[config.mk]
export PLATFORM = sky130hd
export DESIGN_NAME = pwm_leds
export DESIGN_NICKNAME = d
export VERILOG_FILES = /design/src/rtl/pwm_leds_pkg.sv /design/src/rtl/pwm_leds_channel.sv /design/src/rtl/pwm_leds.sv
export SDC_FILE = /design/constraint.sdc
export NUM_CORES = 1
export LEC_CHECK = 0
export CAP_MARGIN = 20
export CELL_PAD_IN_SITES_DETAIL_PLACEMENT = 1
export CELL_PAD_IN_SITES_GLOBAL_PLACEMENT = 2
export CORE_MARGIN = 2
export CORE_UTILIZATION = 37
export CTS_CLUSTER_SIZE = 24
export DETAILED_ROUTE_END_ITERATION = 10
export PLACE_DENSITY = 0.86
export SKIP_CTS_REPAIR_TIMING = 1
export SLEW_MARGIN = 40
export SYNTH_ARGS = -nofsm -noshare
export SYNTH_HDL_FRONTEND = slang
export SYNTH_SLANG_ARGS = --single-unit
[constraint.sdc]
create_clock -name clk -period 4.27 [get_ports clk]
set_clock_uncertainty 0.05 [all_clocks]
set_input_delay 1.0675 -clock clk [delete_from_list [all_inputs] [get_ports clk]]
set_output_delay 1.0675 -clock clk [all_outputs]
set_load 0.02 [all_outputs]
[src/rtl/pwm_leds_pkg.sv]
// Shared definitions for the pwm_leds block: register indices, mode codes,
// mode field position and bus handshake states.
package pwm_leds_pkg;

  localparam logic [5:0] REG_CTRL    = 6'd0;
  localparam logic [5:0] REG_STATUS  = 6'd1;
  localparam logic [5:0] REG_CH_BASE = 6'd2;

  localparam int MODE_LSB = 8;

  typedef enum logic [1:0] {
    MODE_OFF   = 2'd0,
    MODE_ON    = 2'd1,
    MODE_PWM   = 2'd2,
    MODE_BLINK = 2'd3
  } mode_e;

  typedef enum logic [1:0] {
    BUS_IDLE = 2'd0,
    BUS_ACK  = 2'd1,
    BUS_HOLD = 2'd2
  } bus_state_e;

endpackage

[src/rtl/pwm_leds_channel.sv]
// One LED channel: shadow/active duty, mode register and registered compare.
// Mode 3 gating comes in through blink_gate (tied high when blinking is off).
module pwm_leds_channel
  import pwm_leds_pkg::*;
#(
  parameter int PWM_BITS = 8
) (
  input  logic                clk,
  input  logic                nrst,
  input  logic                duty_we,
  input  logic                mode_we,
  input  logic [PWM_BITS-1:0] duty_wdata,
  input  logic [1:0]          mode_wdata,
  input  logic                en,
  input  logic                period_start,
  input  logic [PWM_BITS-1:0] pwm_cnt,
  input  logic                blink_gate,
  output logic                led,
  output logic [31:0]         rdata
);

  logic [PWM_BITS-1:0] shadow_r;
  logic [PWM_BITS-1:0] active_r;
  mode_e               mode_r;
  logic                led_r;
  logic                cmp_s;
  logic                led_s;

  // bus-visible duty and mode
  always_ff @(posedge clk) begin
    if (!nrst) begin
      shadow_r <= {PWM_BITS{1'b0}};
      mode_r   <= MODE_OFF;
    end else begin
      if (duty_we) shadow_r <= duty_wdata;
      if (mode_we) mode_r   <= mode_e'(mode_wdata);
    end
  end

  // active duty only changes at a period boundary, or freely while disabled
  always_ff @(posedge clk) begin
    if (!nrst) begin
      active_r <= {PWM_BITS{1'b0}};
    end else if (!en || period_start) begin
      active_r <= shadow_r;
    end
  end

  assign cmp_s = (pwm_cnt < active_r);

  always_comb begin
    led_s = 1'b0;
    case (mode_r)
      MODE_OFF:   led_s = 1'b0;
      MODE_ON:    led_s = 1'b1;
      MODE_PWM:   led_s = cmp_s;
      MODE_BLINK: led_s = cmp_s & blink_gate;
      default:    led_s = 1'b0;
    endcase
  end

  always_ff @(posedge clk) begin
    if (!nrst) begin
      led_r <= 1'b0;
    end else begin
      led_r <= en ? led_s : 1'b0;
    end
  end

  assign led = led_r;

  always_comb begin
    rdata = 32'd0;
    rdata[PWM_BITS-1:0]      = shadow_r;
    rdata[MODE_LSB +: 2]     = mode_r;
  end

endmodule

[src/rtl/pwm_leds.sv]
// Memory-mapped PWM LED controller. Define PWM_LEDS_BLINK_EN to build the
// blink counter; without it mode 3 acts as plain PWM and STATUS bit8 is 0.
module pwm_leds
  import pwm_leds_pkg::*;
#(
  parameter int NUM_LEDS    = 8,
  parameter int PWM_BITS    = 8,
  parameter int PRESCALE    = 16,
  parameter int BLINK_SHIFT = 6
) (
  input  logic                clk,
  input  logic                nrst,
  input  logic                mem_valid,
  output logic                mem_ready,
  input  logic [5:0]          mem_addr,
  input  logic [31:0]         mem_wdata,
  input  logic [3:0]          mem_wstrb,
  output logic [31:0]         mem_rdata,
  output logic [NUM_LEDS-1:0] leds
);

  localparam int                  PRE_W   = (PRESCALE > 1) ? $clog2(PRESCALE) : 1;
  localparam logic [PRE_W-1:0]    PRE_MAX = PRE_W'(PRESCALE - 1);
  localparam logic [PWM_BITS-1:0] PWM_MAX = {PWM_BITS{1'b1}};

  bus_state_e            bus_state_r;
  logic                  mem_ready_r;
  logic [31:0]           mem_rdata_r;
  logic                  en_r;
  logic [PRE_W-1:0]      pre_r;
  logic [PWM_BITS-1:0]   pwm_cnt_r;
  logic                  tick_s;
  logic                  period_start_s;
  logic                  blink_gate_s;
  logic                  status_phase_s;
  logic                  access_s;
  logic                  wr_s;
  logic [31:0]           rd_data_s;
  logic [NUM_LEDS-1:0]   ch_we_s;
  logic [31:0]           ch_rdata_s [NUM_LEDS];
  logic [NUM_LEDS-1:0]   led_vec_s;
  logic                  unused_s;

  assign access_s = (bus_state_r == BUS_IDLE) && mem_valid;
  assign wr_s     = access_s && (mem_wstrb != 4'b0000);
  assign unused_s = ^{mem_wdata, mem_wstrb[3:2], BLINK_SHIFT[0]};

  // read mux and channel write decode
  always_comb begin
    rd_data_s = 32'd0;
    ch_we_s   = {NUM_LEDS{1'b0}};
    case (mem_addr)
      REG_CTRL:   rd_data_s = {31'd0, en_r};
      REG_STATUS: rd_data_s = {23'd0, status_phase_s, 8'(pwm_cnt_r)};
      default: begin
        for (int i = 0; i < NUM_LEDS; i++) begin
          ch_we_s[i] = wr_s && (mem_addr == REG_CH_BASE + 6'(i));
          rd_data_s  = rd_data_s |
                       ((mem_addr == REG_CH_BASE + 6'(i)) ? ch_rdata_s[i] : 32'd0);
        end
      end
    endcase
  end

  // handshake: one ready pulse per request, rearmed only once valid drops
  always_ff @(posedge clk) begin
    if (!nrst) begin
      bus_state_r <= BUS_IDLE;
      mem_ready_r <= 1'b0;
      mem_rdata_r <= 32'd0;
      en_r        <= 1'b0;
    end else begin
      case (bus_state_r)
        BUS_IDLE: begin
          mem_ready_r <= 1'b0;
          mem_rdata_r <= 32'd0;
          if (mem_valid) begin
            bus_state_r <= BUS_ACK;
            mem_ready_r <= 1'b1;
            mem_rdata_r <= (mem_wstrb == 4'b0000) ? rd_data_s : 32'd0;
            if (wr_s && (mem_addr == REG_CTRL) && mem_wstrb[0]) en_r <= mem_wdata[0];
          end
        end
        BUS_ACK: begin
          mem_ready_r <= 1'b0;
          mem_rdata_r <= 32'd0;
          bus_state_r <= mem_valid ? BUS_HOLD : BUS_IDLE;
        end
        BUS_HOLD: begin
          mem_ready_r <= 1'b0;
          mem_rdata_r <= 32'd0;
          if (!mem_valid) bus_state_r <= BUS_IDLE;
        end
        default: begin
          bus_state_r <= BUS_IDLE;
          mem_ready_r <= 1'b0;
          mem_rdata_r <= 32'd0;
        end
      endcase
    end
  end

  assign mem_ready = mem_ready_r;
  assign mem_rdata = mem_rdata_r;

  assign tick_s         = en_r && (pre_r == PRE_MAX);
  assign period_start_s = tick_s && (pwm_cnt_r == PWM_MAX);

  // prescaler and PWM counter, both parked at zero while disabled
  always_ff @(posedge clk) begin
    if (!nrst || !en_r) begin
      pre_r     <= {PRE_W{1'b0}};
      pwm_cnt_r <= {PWM_BITS{1'b0}};
    end else if (tick_s) begin
      pre_r     <= {PRE_W{1'b0}};
      pwm_cnt_r <= pwm_cnt_r + PWM_BITS'(1);
    end else begin
      pre_r     <= pre_r + PRE_W'(1);
    end
  end

`ifdef PWM_LEDS_BLINK_EN
  localparam int BL_W = BLINK_SHIFT + 1;
  logic [BL_W-1:0] blink_cnt_r;

  always_ff @(posedge clk) begin
    if (!nrst || !en_r) begin
      blink_cnt_r <= {BL_W{1'b0}};
    end else if (period_start_s) begin
      blink_cnt_r <= blink_cnt_r + BL_W'(1);
    end
  end

  assign blink_gate_s   = blink_cnt_r[BL_W-1];
  assign status_phase_s = blink_cnt_r[BL_W-1];
`else
  assign blink_gate_s   = 1'b1;
  assign status_phase_s = 1'b0;
`endif

  for (genvar g = 0; g < NUM_LEDS; g++) begin : g_ch
    pwm_leds_channel #(.PWM_BITS(PWM_BITS)) u_ch (
      .clk          (clk),
      .nrst         (nrst),
      .duty_we      (ch_we_s[g] && mem_wstrb[0]),
      .mode_we      (ch_we_s[g] && mem_wstrb[1]),
      .duty_wdata   (mem_wdata[PWM_BITS-1:0]),
      .mode_wdata   (mem_wdata[MODE_LSB +: 2]),
      .en           (en_r),
      .period_start (period_start_s),
      .pwm_cnt      (pwm_cnt_r),
      .blink_gate   (blink_gate_s),
      .led          (led_vec_s[g]),
      .rdata        (ch_rdata_s[g])
    );
  end

  assign leds = led_vec_s;

endmodule

; ---- Yosys cells after proc, flatten, opt, wreduce, memory -nomap -nowiden
; Cells that the tools add are included.
[word_totals]
regBits = 200
inputBits = 45
out_inout_bits = 41
wordCells = 178
[op_classes]
addsub = 2
n_lt_le_gt_ge = 8
n_eq_ne = 39
n_mux = 23
bitwise_logic = 7
n_reduce_logical = 61
[op_table]
columns = operator, n
row1 = two-way mux 10 bit, 8
row2 = bitwise OR 10 bit, 7
row3 = < comparator 8 bit, 8
row4 = == test 2 bit (second input constant), 17
row5 = logical AND 1 bit, 30
row6 = == test 6 x 3 -> 1 bit (second input constant), 4
row7 = one-hot mux 1 bit (3 select lines), 8
row8 = one-hot mux 10 bit (2 select lines), 1
row9 = OR reduction 2 bit, 10
row10 = == test 2 x 1 -> 1 bit (second input constant), 9
row11 = logical NOT 2 bit, 9
row12 = == test 6 x 2 -> 1 bit (second input constant), 2
row13 = == test 6 x 4 -> 1 bit (second input constant), 2
row14 = adder 8 x 1 -> 8 bit (second input constant), 1
row15 = == test 8 bit (second input constant), 1
row16 = two-way mux 8 bit, 1
row17 = == test 6 x 1 -> 1 bit (second input constant), 1
row18 = logical NOT 6 bit, 1
row19 = two-way mux 2 bit, 3
row20 = one-hot mux 2 bit (3 select lines), 1
row21 = AND reduction 2 bit, 3
row22 = adder 4 x 1 -> 4 bit (second input constant), 1
row23 = == test 4 bit (second input constant), 1
row24 = logical NOT 4 bit, 1
row25 = other kinds (7), 10

; ---- Longest topological paths before layout
[logic_depth]
depth_word = 10
mapped_depth = 10
mapped_depth_nobuf = 6

; ---- Cells and area by module
; From an unflattened synthesis, not the netlist that was laid out.
[unflattened]
cells_unflattened = 1301
hier_area_um2 = 12512.0
[by_module_without_submodules]
columns = mod, n_inst, cells_per_inst, area_each_um2, seq_area_each_um2
row1 = pwm_leds_channel, 8, 120, 1121.1, 380.4
row2 = pwm_leds, 1, 341, 3543.4, 960.9

; ---- Worst setup path after synthesis
; No wires, ideal clock.
[synth_path]
path_type = input to register
from = input port mem_addr[2]
to = register mem_rdata_r[1], in the netlist mem_rdata[1]
setup_ns = 0.058
arrival_time_ns = 2.485
required_ns = 4.162
setup_slack_ns = 1.678
path_stages = 7
path_buffers = 2
cell_sequence = buf_6 or4b_4 or2_1 buf_2 a2bb2oi_1 a31oi_1 a21o_1
[synth_between]
elab_chain_cells = 10
elab_cells_between_ends = 26
cone_classes = eq/ne (9) / mux (9) / bitwise (7) / reduce/logical (1)
[synth_lines]
columns = element, line_no
row1 = "start, declared", pwm_leds.sv:15  ; input logic [5:0] mem_addr,
row2 = == test 6 x 2 -> 1 bit, pwm_leds.sv:59  ; ((mem_addr == REG_CH_BASE + 6'(i)) ? ch_rdata_s[i] : 32'd0);
row3 = two-way mux 10 bit, pwm_leds.sv:59
row4 = bitwise OR 10 bit (7 in series), pwm_leds.sv:58  ; rd_data_s = rd_data_s |
row5 = one-hot mux 10 bit (2 select lines) *, pwm_leds.sv:52  ; case (mem_addr)
row6 = "end signal, assigned", pwm_leds.sv:80  ; mem_rdata_r <= (mem_wstrb == 4'b0000) ? rd_data_s : 32'd0;
row7 = "end, declared", pwm_leds.sv:28  ; logic [31:0] mem_rdata_r;
; Mark *: on every way between the ends. The rest lies on a longest branch, timed or not.
; A chain may end at the register's enable or synchronous reset.

; ---- Worst setup path after layout
[layout_path]
from = input port mem_addr[0]
to = register g_ch[7].u_ch.shadow_r[0]
[layout_between]
elab_chain_cells = 4
elab_cells_between_ends = 7
cone_classes = eq/ne (2) / mux (1) / reduce/logical (4)
[layout_lines]
columns = element, line_no
row1 = == test 6 x 1 -> 1 bit (tied with other cells), pwm_leds.sv:52
row2 = OR reduction 2 bit (no line) or logical AND 1 bit (tied branches), n/a
row3 = two-way mux 8 bit *, pwm_leds.sv:52
row4 = logical AND 1 bit *, pwm_leds.sv:145  ; .duty_we (ch_we_s[g] && mem_wstrb[0]),
row5 = "end signal, assigned", pwm_leds_channel.sv:32  ; shadow_r <= {PWM_BITS{1'b0}};
row6 = "end signal, assigned", pwm_leds_channel.sv:35  ; if (duty_we) shadow_r <= duty_wdata;
row7 = "end, declared", pwm_leds_channel.sv:22  ; logic [PWM_BITS-1:0] shadow_r;
; Marked as above.

==> results.yml <==
finish:
  area_growth_pct: 12.9
  antennaDiodeCount: 0
  finalInstanceArea_um2: 10200
  final_cell_mix: "nand2_1 (203), dfxtp_1 (178), nand3_1 (128)"
  nFillCells: 2897
  final_common_cell: "nand2_1"
  drive_gt1_frac: 0.0698
  nets: 1221
hold_path:
  hold_path_class: "reg2reg"
floorplan:
  ios: 86
  fp.dieW_um: 161
  dieHeight_um: 161
  core_area_um2: 24200
  die-area_um2: 25800
  fp-row-count: 57
  start_util: 0.375
yosys:
  synth.avg_cell_area_um2: 8.14
  synth-edff-count: 0
  ys_ff_latch: 178
  ys_async_sr_fraction: 0
  ys_seq_area_frac: 0.393
  ys.flop_type: "dfxtp_1"
  synth_cells: 1114
  yosysUniqueCellTypes: 60
  syn_area_um2: 9070
  yosys_warnings: 0
timing:
  setup-violations-final: 0
  fin_crit_ns: 3.38
  slew_headroom: 0.483
  tightest_slew_ns: 0.774
  slew_violations: 0
  fin_crit_sh: 0.791
  rsz0062_at_grt: "no"
  max_freq_ghz: 0.296
  fin_setup_tns_ns: 0
  hold_violations: 0
worst_setup_path:
  start_kind: "input port"
  slowest_delay_ns: 0.97
  critPathMaxFanout: 11
  path_cells: "clkdlybuf4s50_1, nand2b_1, nor2_1, nand2_1, nand2_1, a21boi_0"
  cp_num_buf_inv: 1
  critPathSlowestCell: "clkdlybuf4s50_1"
  critPathRequiredTime_ns: 4.54
  critPathArrivalTime_ns: 3.64
  crit_type: "in2reg"
  cp_top_family: "simple AND/OR/NAND/NOR gates"
  cp-end-kind: "flip-flop"
  path_common_cell: "nand2_1"
drt:
  drc_errors: 0
  wl_per_cell_um: 19.6
  routed_wl_mm: 28.5
  detail-route-antenna-nets: 0
  routed_via_density: 5.40
  first_pass_iters: 5
  vias: 7851
  drt_iter0_markers: 510
clocking:
  clock_sinks: 178
  insertion_delay_ns: 0.43
  cts_tree: "built"
  cts.clk_slew.worst_paths_ns: 0.07
  ctsLongestPathBuffers: 2
  cts-root-buf: "clkbuf_16"
  htree_levels: 4
  cts_inserted_buffers: 17
power_and_ir_drop:
  combPwrFrac: 0.052
  p_int_mw: 2.59
  p_leak_nw: 3.46
  ir_drop_uv: 175
  pwr-share-seq: 0.484
  swShare: 0.247
  p_clk_frac: 0.464
  switchingPower_mw: 0.851
  p_per_area_nw_per_um2: 336
outcome:
  status: "complete, no violations"
placement:
  dp_hpwl_mm: 20.6
  gp_congestion: 0.854
  placed_cell_area_um2: 9650
  io_buffer_count: 41
global_route:
  use_met3: 0.0377
  grt_first_pass_wirelength_mm: 44.7
  overflow: 0
  grt_pass1_vias: 7619
  track_usage: 0.227
  grt_use_met1: 0.324
  antenna_found_initial: 0
  grt_use_met2: 0.365
  grt_max_degree: 106
  grt.busiest_layer: "met2"
job:
  drv_cap: 0
[synth_stat cells, drive strengths merged (9+ instances only)]
library cell / instances / share of area
buf: 63 / 0.045
ha: 58 / 0.080
dfxtp: 178 / 0.39
nand2: 203 / 0.084
nand2b: 10 / 0.0069
nand3: 128 / 0.071
clkbuf: 43 / 0.018
mux2i: 23 / 0.025
nor3: 10 / 0.0079
inv: 65 / 0.027
nor2b: 11 / 0.0076
a21oi: 22 / 0.012
a21boi: 79 / 0.065
o21ai: 88 / 0.049
a211oi: 18 / 0.015
a21o: 9 / 0.0074
nor2: 30 / 0.016
[state kept, by name, summed over array words and instances (netlist names)]
name                flops
bus_state_r             2
en_r                    1
g_ch.u_ch.active_r     64
g_ch.u_ch.led           8
g_ch.u_ch.mode_r       16
g_ch.u_ch.shadow_r     64
mem_rdata              10
mem_ready               1
pre_r                   4
pwm_cnt_r               8
[power groups by stage]
stage	clock, mW	combinational (mW)	sequential [mW]
final	1.60	0.178	1.67
after global routing	1.69	0.187	1.67
after CTS	1.62	0.175	1.67
after detailed placement	0	0.174	1.70
after global placement	0	0.173	1.70
after floorplan	0	0.124	1.70
[metal layers]
layer	up-vias	wire length, um
li1	3790	-
met5	-	0
met2	164	13100
met3	21	1160
met4	0	249
met1	3876	14000
[cell type report]
cell class	instances	area (um2)	share of cell area
Inverter	65	244	0.0238
Clock inverter	14	154	0.0150
Sequential cell	178	3560	0.348
Tap cell	324	405	0.0396
Timing Repair Buffer	70	649	0.0634
Clock buffer	18	429	0.0419
Multi-Input combinational cell	786	4790	0.468
[stage by stage]
step | utilization | setup slack (ns) | power [mW] | std cells | hold WS, ns
5_1_grt | 0.424 | 0.788 | 3.55 | 1455 | 0.430
6_report | 0.424 | 0.893 | 3.44 | 1455 | 0.402
4_1_cts | 0.423 | 0.980 | 3.46 | 1455 | 0.408
3_3_place_gp | 0.399 | 0.580 | 1.88 | 1423 | 0.382
2_1_floorplan | - | 1.68 | 1.83 | 1135 | 0.367
3_5_place_dp | 0.399 | 0.520 | 1.88 | 1423 | 0.392
[worst reg2reg max path: stages (launching register included)]
cell and delay [ns]:
dfxtp_1 0.36, nor4bb_1 0.67, o31a_2 0.55, buf_4 0.27, nand2_1 0.27, nand2_1 0.17, a21boi_1 0.07
[worst paths after layout]
check / from / slack (ns) / to / cells past startpoint
setup / recovery: mem_addr[0] / 0.89 / g_ch[7].u_ch.shadow_r[0]$_SDFFE_PN0P_ / 6
hold / removal: pre_r[0]$_SDFF_PP0_ / 0.40 / pre_r[0]$_SDFF_PP0_ / 1
setup reg to reg: bus_state_r[0]$_SDFFE_PN0P_ / 1.75 / g_ch[2].u_ch.shadow_r[5]$_SDFFE_PN0P_ / 6
hold reg to reg: pre_r[0]$_SDFF_PP0_ / 0.40 / pre_r[0]$_SDFF_PP0_ / 1
[logic make-up (layout without fill, tap and decap cells)]
| logic type | Yosys count | count (layout) | synth area share |
|---|---|---|---|
| AOI/OAI and AO/OA | 251 | 251 | 0.181 |
| xor gates and xnor gates | 8 | 8 | 0.00773 |
| adders and majority gates | 58 | 58 | 0.0800 |
| buffers and inverters | 171 | 167 | 0.0893 |
| DFF | 178 | 178 | 0.393 |
| muxes | 26 | 26 | 0.0316 |
| other | 1 | 22 | 0.000414 |
| and+or+nand+nor | 421 | 421 | 0.217 |
No activity file was read; power rests on OpenSTA's default activity.
